==> config.mk <==
export PLATFORM = sky130hd
export DESIGN_NAME = hba_slave_timer_flat
export DESIGN_NICKNAME = d
export VERILOG_FILES = /design/src/rtl/hba_slave_timer_pkg.sv /design/src/rtl/hba_slave_timer_if.sv /design/src/rtl/hba_slave_if.sv /design/src/rtl/hba_slave_timer.sv /design/src/flat_wrapper.sv
export SDC_FILE = /design/constraint.sdc
export NUM_CORES = 1
export LEC_CHECK = 0
export ABC_AREA = 1
export CAP_MARGIN = 20
export CORE_MARGIN = 4
export CORE_UTILIZATION = 32
export CTS_CLUSTER_SIZE = 24
export DETAILED_ROUTE_END_ITERATION = 7
export HOLD_SLACK_MARGIN = 0.12
export PLACE_DENSITY_LB_ADDON = 0.15
export SYNTH_ARGS = -nofsm -noshare
export SYNTH_HDL_FRONTEND = slang
export SYNTH_SLANG_ARGS = --single-unit
export TNS_END_PERCENT = 5
==> constraint.sdc <==
create_clock -name hba_clk -period 3.2 [get_ports hba_clk]
set_clock_uncertainty 0.1 [all_clocks]
set_input_delay 0.64 -clock hba_clk [delete_from_list [all_inputs] [get_ports hba_clk]]
set_output_delay 0.64 -clock hba_clk [all_outputs]
set_load 0.02 [all_outputs]
==> src/rtl/hba_slave_timer_pkg.sv <==
// Shared HBA definitions: bus FSM encoding, timer register map and CTRL/STATUS bit layout.
package hba_slave_timer_pkg;

    typedef enum logic [1:0] {
        ST_IDLE          = 2'd0,
        ST_ACK           = 2'd1,
        ST_WAIT_DESELECT = 2'd2
    } hba_state_t;

    localparam int REG_CTRL   = 0;
    localparam int REG_PERIOD = 1;
    localparam int REG_COUNT  = 2;
    localparam int REG_STATUS = 3;

    localparam int CTRL_EN_BIT    = 0;
    localparam int CTRL_AR_BIT    = 1;
    localparam int CTRL_IE_BIT    = 2;
    localparam int STATUS_EXP_BIT = 0;

    typedef struct packed {
        logic int_en;
        logic auto_reload;
        logic enable;
    } tmr_ctrl_t;

    function automatic tmr_ctrl_t ctrl_decode(input logic [2:0] d);
        tmr_ctrl_t c;
        c.enable      = d[CTRL_EN_BIT];
        c.auto_reload = d[CTRL_AR_BIT];
        c.int_en      = d[CTRL_IE_BIT];
        return c;
    endfunction

    function automatic logic [2:0] ctrl_encode(input tmr_ctrl_t c);
        logic [2:0] d;
        d              = '0;
        d[CTRL_EN_BIT] = c.enable;
        d[CTRL_AR_BIT] = c.auto_reload;
        d[CTRL_IE_BIT] = c.int_en;
        return d;
    endfunction

endpackage

==> src/rtl/hba_slave_timer_if.sv <==
// HBA bus signals between one master/arbiter and a responder.
interface hba_slave_timer_if #(
    parameter int DBUS_WIDTH = 8,
    parameter int ADDR_WIDTH = 12
);
    logic                  hba_select;
    logic                  hba_rnw;
    logic [ADDR_WIDTH-1:0] hba_abus;
    logic [DBUS_WIDTH-1:0] hba_dbus;
    logic                  hba_xferack_slave;
    logic [DBUS_WIDTH-1:0] hba_dbus_slave;
    logic                  hba_interrupt_slave;

    modport master (
        output hba_select, hba_rnw, hba_abus, hba_dbus,
        input  hba_xferack_slave, hba_dbus_slave, hba_interrupt_slave
    );

    modport slave (
        input  hba_select, hba_rnw, hba_abus, hba_dbus,
        output hba_xferack_slave, hba_dbus_slave, hba_interrupt_slave
    );
endinterface

==> src/rtl/hba_slave_if.sv <==
// Generic HBA responder front end: slot decode, single-cycle ack, write/read strobes and
// registered read data. Reusable by any register-file responder.
module hba_slave_if
    import hba_slave_timer_pkg::*;
#(
    parameter int DBUS_WIDTH        = 8,
    parameter int PERIPH_ADDR_WIDTH = 4,
    parameter int REG_ADDR_WIDTH    = 8,
    parameter int ADDR_WIDTH        = PERIPH_ADDR_WIDTH + REG_ADDR_WIDTH,
    parameter int PERIPH_ADDR       = 0
) (
    input  logic                      hba_clk,
    input  logic                      rst_n,
    input  logic                      select,
    input  logic                      rnw,
    input  logic [ADDR_WIDTH-1:0]     abus,
    input  logic [DBUS_WIDTH-1:0]     rdata,
    output logic                      wr_stb,
    output logic [REG_ADDR_WIDTH-1:0] reg_addr,
    output logic                      xferack,
    output logic [DBUS_WIDTH-1:0]     dbus_slave
);

    hba_state_t state, state_nxt;
    logic       hit, armed, start, rd_stb;

    assign hit      = (abus[ADDR_WIDTH-1 -: PERIPH_ADDR_WIDTH] == PERIPH_ADDR_WIDTH'(PERIPH_ADDR));
    assign reg_addr = abus[REG_ADDR_WIDTH-1:0];
    // armed needs select seen low since reset/last transfer, so a select held across reset never acks
    assign start    = (state == ST_IDLE) && select && hit && armed;

    always_ff @(posedge hba_clk or negedge rst_n) begin
        if (!rst_n) state <= ST_IDLE;
        else        state <= state_nxt;
    end

    always_comb begin
        state_nxt = state;
        case (state)
            ST_IDLE:          if (start) state_nxt = ST_ACK;
            ST_ACK:           state_nxt = ST_WAIT_DESELECT;
            ST_WAIT_DESELECT: if (!select) state_nxt = ST_IDLE;
            default:          state_nxt = ST_IDLE;
        endcase
    end

    always_comb begin
        xferack = (state == ST_ACK);
        wr_stb  = start && !rnw;
        rd_stb  = start && rnw;
    end

    always_ff @(posedge hba_clk or negedge rst_n) begin
        if (!rst_n)      armed <= 1'b0;
        else if (start)  armed <= 1'b0;
        else if (!select) armed <= 1'b1;
    end

    // Data is only non-zero in the ACK cycle because rd_stb can fire only on entry to ACK.
    always_ff @(posedge hba_clk or negedge rst_n) begin
        if (!rst_n) dbus_slave <= '0;
        else        dbus_slave <= rd_stb ? rdata : '0;
    end

endmodule

==> src/rtl/hba_slave_timer.sv <==
// HBA down-counting timer responder: CTRL/PERIOD/COUNT/STATUS registers with optional
// auto-reload and a registered level interrupt.
module hba_slave_timer
    import hba_slave_timer_pkg::*;
#(
    parameter int DBUS_WIDTH        = 8,
    parameter int PERIPH_ADDR_WIDTH = 4,
    parameter int REG_ADDR_WIDTH    = 8,
    parameter int ADDR_WIDTH        = PERIPH_ADDR_WIDTH + REG_ADDR_WIDTH,
    parameter int PERIPH_ADDR       = 0
) (
    input logic               hba_clk,
    input logic               hba_reset_n,
    hba_slave_timer_if.slave  bus
);

    localparam int DW  = DBUS_WIDTH;
    localparam int RAW = REG_ADDR_WIDTH;

    logic [1:0]     rst_sync;
    logic           rst_n;
    logic           wr_stb;
    logic [RAW-1:0] reg_addr;
    logic [DW-1:0]  rdata;
    logic           wr_ctrl, wr_period, wr_status, fire;

    tmr_ctrl_t      ctrl_q;
    logic [DW-1:0]  period;
    logic [DW-1:0]  count;
    logic           expired;
    logic           irq;

    // Assert asynchronously, release on the clock so no flop sees a runt deassertion.
    always_ff @(posedge hba_clk or negedge hba_reset_n) begin
        if (!hba_reset_n) rst_sync <= '0;
        else              rst_sync <= {rst_sync[0], 1'b1};
    end
    assign rst_n = rst_sync[1];

    hba_slave_if #(
        .DBUS_WIDTH        (DBUS_WIDTH),
        .PERIPH_ADDR_WIDTH (PERIPH_ADDR_WIDTH),
        .REG_ADDR_WIDTH    (REG_ADDR_WIDTH),
        .ADDR_WIDTH        (ADDR_WIDTH),
        .PERIPH_ADDR       (PERIPH_ADDR)
    ) u_slave_if (
        .hba_clk    (hba_clk),
        .rst_n      (rst_n),
        .select     (bus.hba_select),
        .rnw        (bus.hba_rnw),
        .abus       (bus.hba_abus),
        .rdata      (rdata),
        .wr_stb     (wr_stb),
        .reg_addr   (reg_addr),
        .xferack    (bus.hba_xferack_slave),
        .dbus_slave (bus.hba_dbus_slave)
    );

    assign wr_ctrl   = wr_stb && (reg_addr == RAW'(REG_CTRL));
    assign wr_period = wr_stb && (reg_addr == RAW'(REG_PERIOD));
    assign wr_status = wr_stb && (reg_addr == RAW'(REG_STATUS));
    assign fire      = ctrl_q.enable && (count == '0);

    // A CTRL write beats the one-shot auto-clear of enable in the same cycle.
    always_ff @(posedge hba_clk or negedge rst_n) begin
        if (!rst_n)                            ctrl_q        <= '0;
        else if (wr_ctrl)                      ctrl_q        <= ctrl_decode(bus.hba_dbus[2:0]);
        else if (fire && !ctrl_q.auto_reload)  ctrl_q.enable <= 1'b0;
    end

    always_ff @(posedge hba_clk or negedge rst_n) begin
        if (!rst_n)         period <= '0;
        else if (wr_period) period <= bus.hba_dbus;
    end

    always_ff @(posedge hba_clk or negedge rst_n) begin
        if (!rst_n)              count <= '0;
        else if (wr_period)      count <= bus.hba_dbus;
        else if (fire)           count <= ctrl_q.auto_reload ? period : '0;
        else if (ctrl_q.enable)  count <= count - DW'(1);
    end

    // Expiry set wins over a coincident write-1-to-clear.
    always_ff @(posedge hba_clk or negedge rst_n) begin
        if (!rst_n)                                          expired <= 1'b0;
        else if (fire)                                       expired <= 1'b1;
        else if (wr_status && bus.hba_dbus[STATUS_EXP_BIT])  expired <= 1'b0;
    end

    always_ff @(posedge hba_clk or negedge rst_n) begin
        if (!rst_n) irq <= 1'b0;
        else        irq <= expired && ctrl_q.int_en;
    end
    assign bus.hba_interrupt_slave = irq;

    // Read mux sees pre-update register values, so COUNT returns the value before this cycle's tick.
    always_comb begin
        rdata = '0;
        case (reg_addr)
            RAW'(REG_CTRL):   rdata[2:0]           = ctrl_encode(ctrl_q);
            RAW'(REG_PERIOD): rdata                = period;
            RAW'(REG_COUNT):  rdata                = count;
            RAW'(REG_STATUS): rdata[STATUS_EXP_BIT] = expired;
            default:          rdata                = '0;
        endcase
    end

endmodule

==> src/flat_wrapper.sv <==
// flat-port wrapper written by rule: the top's interface ports become plain ports
module hba_slave_timer_flat import hba_slave_timer_pkg::*;
#(
    parameter int DBUS_WIDTH        = 8,
    parameter int PERIPH_ADDR_WIDTH = 4,
    parameter int REG_ADDR_WIDTH    = 8,
    parameter int ADDR_WIDTH        = PERIPH_ADDR_WIDTH + REG_ADDR_WIDTH,
    parameter int PERIPH_ADDR       = 0
)
  (hba_clk, hba_reset_n, bus_hba_select, bus_hba_rnw, bus_hba_abus, bus_hba_dbus, bus_hba_xferack_slave, bus_hba_dbus_slave, bus_hba_interrupt_slave);
  hba_slave_timer_if #(.DBUS_WIDTH(DBUS_WIDTH), .ADDR_WIDTH(ADDR_WIDTH)) bus_i ();
  input logic hba_clk;
  input logic hba_reset_n;
  input wire logic [$bits(bus_i.hba_select)-1:0] bus_hba_select;
  input wire logic [$bits(bus_i.hba_rnw)-1:0] bus_hba_rnw;
  input wire logic [$bits(bus_i.hba_abus)-1:0] bus_hba_abus;
  input wire logic [$bits(bus_i.hba_dbus)-1:0] bus_hba_dbus;
  output wire logic [$bits(bus_i.hba_xferack_slave)-1:0] bus_hba_xferack_slave;
  output wire logic [$bits(bus_i.hba_dbus_slave)-1:0] bus_hba_dbus_slave;
  output wire logic [$bits(bus_i.hba_interrupt_slave)-1:0] bus_hba_interrupt_slave;
  assign bus_i.hba_select = bus_hba_select;
  assign bus_i.hba_rnw = bus_hba_rnw;
  assign bus_i.hba_abus = bus_hba_abus;
  assign bus_i.hba_dbus = bus_hba_dbus;
  assign bus_hba_xferack_slave = bus_i.hba_xferack_slave;
  assign bus_hba_dbus_slave = bus_i.hba_dbus_slave;
  assign bus_hba_interrupt_slave = bus_i.hba_interrupt_slave;
  hba_slave_timer #(.DBUS_WIDTH(DBUS_WIDTH), .PERIPH_ADDR_WIDTH(PERIPH_ADDR_WIDTH), .REG_ADDR_WIDTH(REG_ADDR_WIDTH), .ADDR_WIDTH(ADDR_WIDTH), .PERIPH_ADDR(PERIPH_ADDR)) u_core (.hba_clk(hba_clk), .hba_reset_n(hba_reset_n), .bus(bus_i));
endmodule
==> results.txt <==
Post-Syn Instances = 248
Syn. warnings = 0
Max Cap Viol = 0
Clk sink count = 34
Syn_area_per_cell = 7.61 sq um
Initial core utilization = 0.337
Filler cells = 600
Clock latency on the worst-skew pair = 280 ps
Internal = 0.684 mW
Max-slew violation count = 0
Synth area leaders = dfrtp_1 45%, nand2_1 18%, nand3_1 7.2%
Leak = 1.17 nW
Antenna Cells = 0
Total die area = 7190 sq um
# hold bufs at CTS = 0
CTS root buf = clkbuf_8
Total power = 0.939 mW
Crit share post-route = 0.686
Worst Setup SP = bus_hba_abus[3]
RR Startpoint = u_core.count[0]$_DFFE_PN0P_
I/O Pins = 34
CTS Buffer Depth = 2
PD cells = 397 nW/um^2
Detailed Routing Iterations Pass 1 = 4
Global placer's final weighted congestion = 0.824
Port Buf Inserts = 33
Vias in the first global route = 1577
Worst setup SP type = input pin
Gr ovfl total = 0
Synth-to-Final Area Change = 25.1%
Clk network pwr share = 0.348
Num CTS Buffers = 5
Worst Setup End Kind = flip-flop
Sequential element share of the synthesized area = 0.451
Comb pwr share = 0.167
Reg clk slew, reported paths = 70 ps
H-tree Lvls = 2
Final WL = 4390 microns
Antenna Nets Post-Route = 0
Total global routing track utilization = 0.133
Max VDD drop = 0.000141 V
Post-Syn Area = 1890 sq um
Fin. Hold Viols = 0
Postcts setup bufs = 0
Fmax = 455 MHz
WL/cell = 12.3 microns
Via density = 4.55
Final Util = 0.421
Yosys top cell area share = 0.451
Die H = 84.8 microns
Seq cells post-synth = 34
Fin crit period = 2200 ps
Seq pwr share = 0.485
Initial antenna violation count = 0
Setup_tns = 0 ps
Sw Ratio = 0.271
Post-CTS sizing = 0
Sw power = 0.254 mW
Crit path DAT = 2270 ps
DRC errors left = 0
Share of cells above drive strength 1 = 0.105
Nets = 309
Via count = 1623
CTS tree = yes
Synth unique cells = 26
Final HPWL DP = 3400 microns
Die W = 84.8 microns
Hold_ws = 157 ps
Final Setup Violations = 0
Site row count = 27
Status = finished, final reports clean
Core Area = 5610 sq um
CP Max Fanout = 17
Global-route wire length before repair = 7730 microns
Initial DRC count = 107
R2r setup slk = 1280 ps
Reg2Reg Depth = 11
Largest net degree at the start of global routing = 33
RSZ-0062 raised after global routing = no
Critical setup path kind = input pin to flip-flop
Net Count, Synth = 273
Synth area leader = dfrtp_1
Worst endpoint required time = 3270 ps
FF-to-FF End = u_core.count[3]$_DFFE_PN0P_
Worst Hold Class = flip-flop to async pin
synthesized netlist by cell type (all sizes together):
cell,number
conb,1
nor3b,1
o22ai,1
nor3,2
nand3,27
dfrtp,34
nand3b,1
buf,4
a21oi,9
nand2,100
nor2,23
inv,24
nand4,6
ha,1
clkbuf,1
a21boi,1
o21ai,12
worst max path at each step:
stage,to,slack [ps],depth (start not counted)
finish,u_core.count[0]$_DFFE_PN0P_,1000,9
global route,u_core.count[2]$_DFFE_PN0P_,830,9
CTS,u_core.count[0]$_DFFE_PN0P_,990,9
detailed placement,u_core.count[0]$_DFFE_PN0P_,680,9
global placement,u_core.count[0]$_DFFE_PN0P_,730,9
floorplan,u_core.count[7]$_DFFE_PN0P_,1480,11
layer usage:
layer	wire length, microns	track usage
met1	2220	0.189
met2	1880	0.198
met3	233	0.0320
met4	53	0.0475
met5	0	0
placed cells by master (no fill, tap or decap), types with 6 or more instances in the layout:
cell	netlist	routed
nor2_1	15	15
clkdlybuf4s50_1	0	33
clkbuf_8	0	6
nand4_1	6	6
inv_1	22	22
dfrtp_1	34	34
o21ai_0	9	9
a21oi_1	9	9
nand2_1	93	93
nand3_1	27	27
layout make-up:
class | count | area, sq um | area share
tap | 72 | 90.1 | 0.0381
sequential | 34 | 851 | 0.360
clock inverter | 1 | 5.00 | 0.00212
multi-input combinational | 185 | 902 | 0.382
inverter | 24 | 90.1 | 0.0381
clock buffer | 7 | 86.3 | 0.0365
timing repair buffer | 34 | 338 | 0.143
power groups by stage:
stage | registers [mW] | logic (mW) | clock network, mW
final | 0.455 | 0.157 | 0.327
after global routing | 0.457 | 0.178 | 0.358
after CTS | 0.455 | 0.158 | 0.337
after detailed placement | 0.463 | 0.158 | 0
after global placement | 0.463 | 0.157 | 0
after floorplan | 0.465 | 0.0972 | 0
sequential cells by signal, indices dropped and copies added (netlist names):
register / cells
u_core.bus.hba_interrupt_slave: 1
u_core.count: 8
u_core.ctrl_q: 3
u_core.expired: 1
u_core.period: 8
u_core.rst_sync: 2
u_core.u_slave_if.armed: 1
u_core.u_slave_if.dbus_slave: 8
u_core.u_slave_if.state: 2
metrics by stage:
| stage | instance area (sq um) | setup slack [ps] | cells |
|---|---|---|---|
| final | 2360 | 1000 | 357 |
| after global routing | 2360 | 827 | 357 |
| after CTS | 2360 | 988 | 357 |
| after detailed placement | 2270 | 680 | 349 |
| after global placement | 2270 | 726 | 349 |
| after floorplan | 1890 | 1480 | 248 |
kinds of logic (layout without fill, tap and decap cells):
logic type,Yosys count,after routing,share of synthesized area
flops,34,34,0.451
buf+inv,29,66,0.0716
compound gates,23,23,0.0689
fa+ha+maj,1,1,0.00663
other cells,1,1,0.00199
simple gates,160,160,0.400
critical path, cell delays in order:
cell and delay (ps):
clkdlybuf4s50_1 410, nor2_2 170, nand3_1 130, nor2_4 340, nand2_4 220, nand2_4 150, inv_2 80, nand2_1 60
nand3_1 60
No activity file was read; power rests on OpenSTA's default activity.
